## src/rtl/arb_requester.sv

```systemverilog
// Agent-side requester for the 4-way priority arbiter: queues burst jobs, handles the
// req/gnt handshake, issues counted beats, and flags grant timeout or grant loss.
module arb_requester #(
  parameter int FIFO_DEPTH = 4,
  parameter int LEN_W      = 4,
  parameter int TIMEOUT    = 16,
  parameter int TO_W       = 8
) (
  input  logic             clock,
  input  logic             reset,
  input  logic             job_valid,
  input  logic [LEN_W-1:0] job_len,
  output logic             job_ready,
  output logic             req,
  input  logic             gnt,
  output logic             bus_valid,
  output logic [LEN_W-1:0] beat_idx,
  output logic             job_done,
  output logic             timeout_err,
  output logic             abort_err,
  output logic             busy
);
  localparam int AW = $clog2(FIFO_DEPTH);
  localparam logic [AW:0]   DEPTH_C = (AW+1)'(FIFO_DEPTH);
  localparam logic [TO_W:0] TMO_C   = (TO_W+1)'(TIMEOUT);

  typedef enum logic [1:0] {IDLE, REQ, XFER, REL} state_t;
  state_t state, state_nxt;

  logic [LEN_W-1:0] mem [FIFO_DEPTH];
  logic [AW-1:0]    wr_ptr, rd_ptr;
  logic [AW:0]      count;
  logic             full, empty, push, pop;

  logic [LEN_W-1:0] len_q, beat_q;
  logic [TO_W-1:0]  to_q;
  logic [TO_W:0]    to_inc;
  logic             to_hit;
  logic             done_nxt, tmo_nxt, abt_nxt;

  assign full      = (count == DEPTH_C);
  assign empty     = (count == '0);
  assign push      = job_valid && !full;
  assign pop       = (state == IDLE) && !empty;
  assign job_ready = !full;
  assign busy      = (state != IDLE) || !empty;
  assign beat_idx  = beat_q;

  // the timeout fires on the cycle whose gnt=0 sample would bring the count to TIMEOUT
  assign to_inc = {1'b0, to_q} + 1'b1;
  assign to_hit = (TIMEOUT != 0) && (to_inc >= TMO_C);

  always_ff @(posedge clock) begin
    if (push) mem[wr_ptr] <= job_len;
  end

  always_ff @(posedge clock) begin
    if (reset) begin
      wr_ptr <= '0;
      rd_ptr <= '0;
      count  <= '0;
    end else begin
      if (push) wr_ptr <= wr_ptr + 1'b1;
      if (pop)  rd_ptr <= rd_ptr + 1'b1;
      unique case ({push, pop})
        2'b10:   count <= count + 1'b1;
        2'b01:   count <= count - 1'b1;
        default: count <= count;
      endcase
    end
  end

  always_comb begin
    state_nxt = state;
    done_nxt  = 1'b0;
    tmo_nxt   = 1'b0;
    abt_nxt   = 1'b0;
    unique case (state)
      IDLE: if (!empty) state_nxt = REQ;
      REQ: begin
        if (gnt) state_nxt = XFER;
        else if (to_hit) begin
          state_nxt = REL;
          tmo_nxt   = 1'b1;
        end
      end
      XFER: begin
        if (!gnt) begin
          state_nxt = REL;
          abt_nxt   = 1'b1;
        end else if (beat_q == len_q) begin
          state_nxt = REL;
          done_nxt  = 1'b1;
        end
      end
      REL: if (!gnt) state_nxt = IDLE;
      default: state_nxt = IDLE;
    endcase
  end

  always_ff @(posedge clock) begin
    if (reset) begin
      state       <= IDLE;
      len_q       <= '0;
      beat_q      <= '0;
      to_q        <= '0;
      req         <= 1'b0;
      bus_valid   <= 1'b0;
      job_done    <= 1'b0;
      timeout_err <= 1'b0;
      abort_err   <= 1'b0;
    end else begin
      state       <= state_nxt;
      req         <= (state_nxt == REQ) || (state_nxt == XFER);
      bus_valid   <= (state_nxt == XFER);
      job_done    <= done_nxt;
      timeout_err <= tmo_nxt;
      abort_err   <= abt_nxt;
      if (pop) len_q <= mem[rd_ptr];
      // beat counter only advances while staying in XFER, so it stops at len_q
      if (state == XFER && state_nxt == XFER) beat_q <= beat_q + 1'b1;
      else                                    beat_q <= '0;
      if (state == IDLE)                              to_q <= '0;
      else if (state == REQ && !gnt && to_q != '1)    to_q <= to_q + 1'b1;
    end
  end
endmodule
```

## config.mk

```make
export PLATFORM = sky130hd
export DESIGN_NAME = arb_requester
export DESIGN_NICKNAME = d
export VERILOG_FILES = /design/src/rtl/arb_requester.sv
export SDC_FILE = /design/constraint.sdc
export NUM_CORES = 1
export LEC_CHECK = 0
export BUFFER_PORTS_ARGS = -buffer_cell sky130_fd_sc_hd__buf_4
export CORE_UTILIZATION = 40
export CTS_CLUSTER_DIAMETER = 80
export DETAILED_ROUTE_END_ITERATION = 16
export HOLD_SLACK_MARGIN = 0.05
export PLACE_DENSITY = 0.54
export SYNTH_ARGS = -nofsm -noshare
export SYNTH_HDL_FRONTEND = slang
export SYNTH_SLANG_ARGS = --single-unit
```

## constraint.sdc

```tcl
create_clock -name clock -period 2.5 [get_ports clock]
set_clock_uncertainty 0.1 [all_clocks]
set_input_delay 0.25 -clock clock [delete_from_list [all_inputs] [get_ports clock]]
set_output_delay 0.25 -clock clock [all_outputs]
set_load 0.005 [all_outputs]
```

==> Word-level counts from Yosys, hierarchy flattened <==
Memory sizes are Yosys's and may differ from the RTL's. A register that Yosys moved wholly into a read port is not among the register bits.
Index checks and enable logic that the tools add are counted.
{ "word_totals": {"register_bits": 26, "mem_bits_rw": 16, "output_inout_bits": 11, "mem_count": 1, "inputBits": 8, "word_cells": 66} }
{ "op_classes": {"eq_ne": 10, "bitwise_logic": 4, "reduce_logical": 19, "order_cmp": 1, "n_mux": 13, "n_addsub": 7} }
{ "memory_table": {"columns": ["name", "depth", "word_bits", "rd", "rd_ports_with_merged_regs", "wr", "line", "source"], "rows": [
  ["mem", 4, 4, 1, 1, 1, "30", "logic [LEN_W-1:0] mem [FIFO_DEPTH];"]
]} }
{ "op_table": {"columns": ["cell", "n"], "rows": [
  ["$mux 2", 6],
  ["$add 8x1->9 const B", 1],
  ["$ge 9x5->1 const B", 1],
  ["$add 8x1->8 const B", 1],
  ["$eq 2x2->1 const B", 4],
  ["$ne 8x8->1 const B", 1],
  ["$pmux 2 s4", 1],
  ["$eq 2x1->1 const B", 3],
  ["$pmux 3 s2", 1],
  ["$reduce_or 2->1", 3],
  ["$reduce_or 3->1", 2],
  ["$logic_and 1x1->1", 5],
  ["$mux 1", 5],
  ["$add 2x1->2 const B", 2],
  ["$add 4x1->4 const B", 1],
  ["$eq 4x4->1", 1],
  ["$not 1->1", 4],
  ["$reduce_bool 2->1", 2],
  ["$add 3x1->3 const B", 1],
  ["$eq 3x3->1 const B", 1],
  ["$logic_not 1->1", 3],
  ["$logic_not 3->1", 1],
  ["$sub 3x1->3 const B", 1],
  ["$logic_not 2->1", 1],
  ["$logic_or 1x1->1", 2]
]} }

==> Longest topological paths before layout <==
{ "logic_depth": {"word_depth": 9, "ltp_mapped": 9, "ltp_nobuf": 9} }

==> Worst setup path before layout <==
Ideal clock, no wire load.
{ "synth_path": {"path_type": "register -> register", "start": "register count[0]", "end": "register count[2]", "t_required_ns": 2.330, "path_stages_with_launch": 10, "arrival_ns": 2.181, "setup_slack_ns": 0.149, "path_cell_list": "dfxtp_1 -> or3b_1 -> and2_1 -> inv_1 -> ha_1 -> inv_1 -> fa_1 -> xor2_1 -> or3_1 -> a21oi_1"} }
{ "synth_between": {"elab_chain_cells": 5, "elab_cells_between_ends": 12} }
{ "synth_rtl": {"columns": ["item", "line", "source"], "rows": [
  ["start: declaration", "32", "logic [AW:0] count;"],
  ["start signal: assignment", "66", "2'b10: count <= count + 1'b1;"],
  ["start signal: assignment", "67", "2'b01: count <= count - 1'b1;"],
  ["start signal: assignment", "68", "default: count <= count;"],
  ["$eq 3x3->1 *", "41", "assign full = (count == DEPTH_C);"],
  ["$logic_not 1->1 *", null, null],
  ["named net job_ready", "13", "output logic job_ready,"],
  ["$logic_and 1x1->1 *", "43", "assign push = job_valid && !full;"],
  ["$eq 2x1->1 or $eq 2x2->1 (tied branches)", "65", "unique case ({push, pop})"],
  ["$pmux 3 s2 or $reduce_bool 2->1 (tied branches)", null, null]
]} }
Mark *: on every way through the listed nets, which the timed path passes. The rest lies on a longest branch.
A chain may end at the register's enable or synchronous reset.

==> Worst setup path in the final report <==
{ "layout_path": {"start": "register count[0]", "end": "register count[2]"} }
{ "layout_between": {"elab_chain_cells": 5, "elab_cells_between_ends": 12} }
{ "layout_rtl": {"columns": ["item", "line"], "rows": [
  ["$eq 3x3->1 or $logic_not 3->1 (tied branches)", "41, 42"],
  ["$logic_not 1->1, on equally long branches", null],
  ["$logic_and 1x1->1, on equally long branches", "43, 44"],
  ["$eq 2x1->1 or $eq 2x2->1 (tied branches)", "65"],
  ["$pmux 3 s2 or $reduce_bool 2->1 (tied branches)", null]
]} }
Several ways; a longest one is shown, not always the timed one.

==> impl_metrics.json <==
{
  "maxSlewViolCount": 0,
  "viasPerCell": 5.09,
  "io_buffer_count": 18,
  "dr.pass1.iters": 4,
  "end_kind": "flip-flop",
  "track_usage_pct": 15.8,
  "synthCells": 192,
  "root_buffer": "clkbuf_8",
  "slowest_delay_ps": 410,
  "crit_type": "reg -> reg",
  "synth_edf_count": 16,
  "critical_path.cell_chain": "or3b_4 > and2_4 > inv_1 > ha_1 > inv_1 > fa_1 > xor2_1 > or3_1 > a21oi_2",
  "clkSinkCount": 46,
  "timing.max_slew.rel_slack_pct": 62.0,
  "area_delta_synth_final_pct": 19.2,
  "coreArea_um2": 4850,
  "ff_latch_area_um2": 1090,
  "synth.net_count": 210,
  "clock_insertion_delay_worst_skew_ps": 300,
  "r2r_end": "count[2]$_SDFFE_PP0P_",
  "hold_class": "in -> reg",
  "tightest_slew_ps": 568,
  "cts_tree": "yes",
  "max_cap_violations": 0,
  "multi_input_area_um2": 945,
  "syn_area_per_cell_um2": 10.8,
  "critical_path_required_ps": 2630,
  "layout_common_cells": "dfxtp_1, buf_4, nor2_1",
  "grt_pass1_vias": 1417,
  "place_hpwl_um": 2820,
  "holdWs_ps": 57.3,
  "fillers": 468,
  "final_hold_viol_count": 0,
  "outcome": "finished, final reports clean",
  "path_common_cell": "inv_1",
  "ant_nets": 0,
  "cp_max_fo": 4,
  "total_power_uw": 2320,
  "yosys_register_bits": 46,
  "cp_slowest_cell": "or3b_4",
  "reg2reg_slack_ps": 70,
  "row_count": 25,
  "yosysWarningCount": 0,
  "finalCriticalPeriod_ps": 2430,
  "drive_above_1_share_pct": 19.8,
  "n_antenna_cell": 0,
  "dieHeight_um": 73.9,
  "ys_types": 38,
  "cp-start-kind": "flip-flop",
  "mappedNetlistArea_um2": 2070,
  "grt-ovfl-total": 0,
  "cts_setup_buffers": 0,
  "die_w_um": 73.9,
  "peakVddDrop_mv": 0.648,
  "cts_buffer_depth": 2,
  "synth-async-reset-ratio_pct": 0,
  "antenna_found_initial": 0,
  "wl_um": 3880,
  "drt_iter0_drc": 71,
  "reg2reg_depth": 9,
  "nets": 239,
  "vias": 1471,
  "grt_first_pass_wirelength_um": 6470,
  "whs_endpoint": "abort_err$_SDFF_PP0_",
  "clk_pin_slew_worst_paths_ps": 90,
  "numCtsBuffers": 5,
  "post_drt_wl_per_cell_um": 13.4,
  "setup_violations": 0,
  "synth-seq-area-share_pct": 52.2,
  "arrival_ps": 2560,
  "gp_congestion": 0.764,
  "min_path_cells": 2,
  "initial_core_util_pct": 42.7,
  "fmax_mhz": 411,
  "drc_errors": 0,
  "power_density_nw_per_um2": 941,
  "htree_levels": 2,
  "p_leak_uw": 0.000955,
  "r2r_start": "count[0]$_SDFFE_PP0P_",
  "die_area_um2": 5470,
  "fin_crit_sh_pct": 97.2,
  "ioPinCount": 19,
  "final_common_cell": "dfxtp_1",
  "grt_max_degree": 20,
  "worstHoldStart": "gnt",
  "ys.flop_type": "dfxtp_1"
}
[layer usage]
metal / part of all wire, % / track usage, %
met1: 48 / 21.9
met3: 3.7 / 3.25
met2: 47 / 24.6
met5: 0 / 0
met4: 1.5 / 5.77
[layout make-up]
cell class / count / share of cell area, %
flip-flops and latches: 46 / 44.0
multi-input cells: 134 / 38.3
repair buffers: 27 / 8.62
well taps: 67 / 3.40
clock buffers: 5 / 2.79
clock inverters: 3 / 1.83
inverters: 7 / 1.06
[flip-flops by register name (all words and copies together) (netlist names)]
signal       cells
abort_err        1
beat_idx         4
bus_valid        1
count            3
job_done         1
len_q            4
mem             16
rd_ptr           2
req              1
state            2
timeout_err      1
to_q             8
wr_ptr           2
[through the flow]
stage	setup WS, ps	setup TNS, ps	utilization [%]	cells	area, um^2
4_1_cts	26.6	0	50.6	289	2450
3_5_place_dp	45.8	0	47.4	277	2300
2_1_floorplan	149	0	-	192	2070
3_3_place_gp	183	0	47.4	277	2300
6_report	69.5	0	50.9	289	2470
5_1_grt	-6.60	-6.60	50.9	289	2470
[worst max-delay path: cells and delay by family, from the launching register on]
kind / cells / cell delay (ps)
AND/OR/NAND/NOR: 3 / 920
adder cells (fa/ha/maj): 2 / 570
buffers and inverters: 2 / 130
flip-flops: 1 / 350
XOR/XNOR: 1 / 160
AO/OA/AOI/OAI: 1 / 140
[timing repair]
item | CTS | global route
endpoints found under the setup margin | 0 | 5
hold endpoints to repair | 16 | 0
hold buffers | 4 | 0
gates resized for setup | 0 | 7
[cells in the mapped netlist, types with 2 or more instances]
| library cell | n | area, um^2 |
|---|---|---|
| o21ai_0 | 9 | 45.0 |
| mux2i_1 | 5 | 50.1 |
| xnor2_1 | 5 | 43.8 |
| nor2b_1 | 3 | 18.8 |
| mux4_2 | 4 | 90.1 |
| dfxtp_1 | 30 | 601 |
| o211ai_1 | 2 | 15.0 |
| nor4_1 | 2 | 12.5 |
| nor2_1 | 22 | 82.6 |
| xor2_1 | 8 | 70.1 |
| inv_1 | 7 | 26.3 |
| clkbuf_1 | 3 | 11.3 |
| a21oi_1 | 9 | 45.0 |
| nand2_1 | 12 | 45.0 |
| nor3_1 | 5 | 25.0 |
| or3_1 | 6 | 37.5 |
| nand2b_1 | 3 | 18.8 |
| nand3_1 | 7 | 35.0 |
| and3_1 | 8 | 50.1 |
| edfxtp_1 | 16 | 480 |
| ha_1 | 9 | 113 |
[report_power, final]
part           internal, uW  switching, uW  total, uW  leakage (uW)
combinational           377            376        753      0.000512
sequential              903            108       1010      0.000393
clock                   297            261        559     0.0000504
total                  1580            746       2320      0.000955
[worst max path at each step]
stage,start,endpoint,slack (ps)
4_1_cts,count[0]$_SDFFE_PP0P_,count[2]$_SDFFE_PP0P_,30
2_1_floorplan,count[0]$_SDFFE_PP0P_,count[2]$_SDFFE_PP0P_,150
6_report,count[0]$_SDFFE_PP0P_,count[2]$_SDFFE_PP0P_,70
3_3_place_gp,count[0]$_SDFFE_PP0P_,count[2]$_SDFFE_PP0P_,180
3_5_place_dp,count[0]$_SDFFE_PP0P_,count[2]$_SDFFE_PP0P_,50
5_1_grt,count[2]$_SDFFE_PP0P_,count[2]$_SDFFE_PP0P_,-7
[logic make-up after synthesis]
kind of cell / count (synthesis) / synth area share (%)
compound gates: 26 / 7.56
xor+xnor: 13 / 5.50
fa+ha+maj: 10 / 6.41
buf+inv: 12 / 2.54
flops: 46 / 52.2
mux: 9 / 6.77
simple gates: 76 / 19.0
Power figures use the tool's default switching activity.
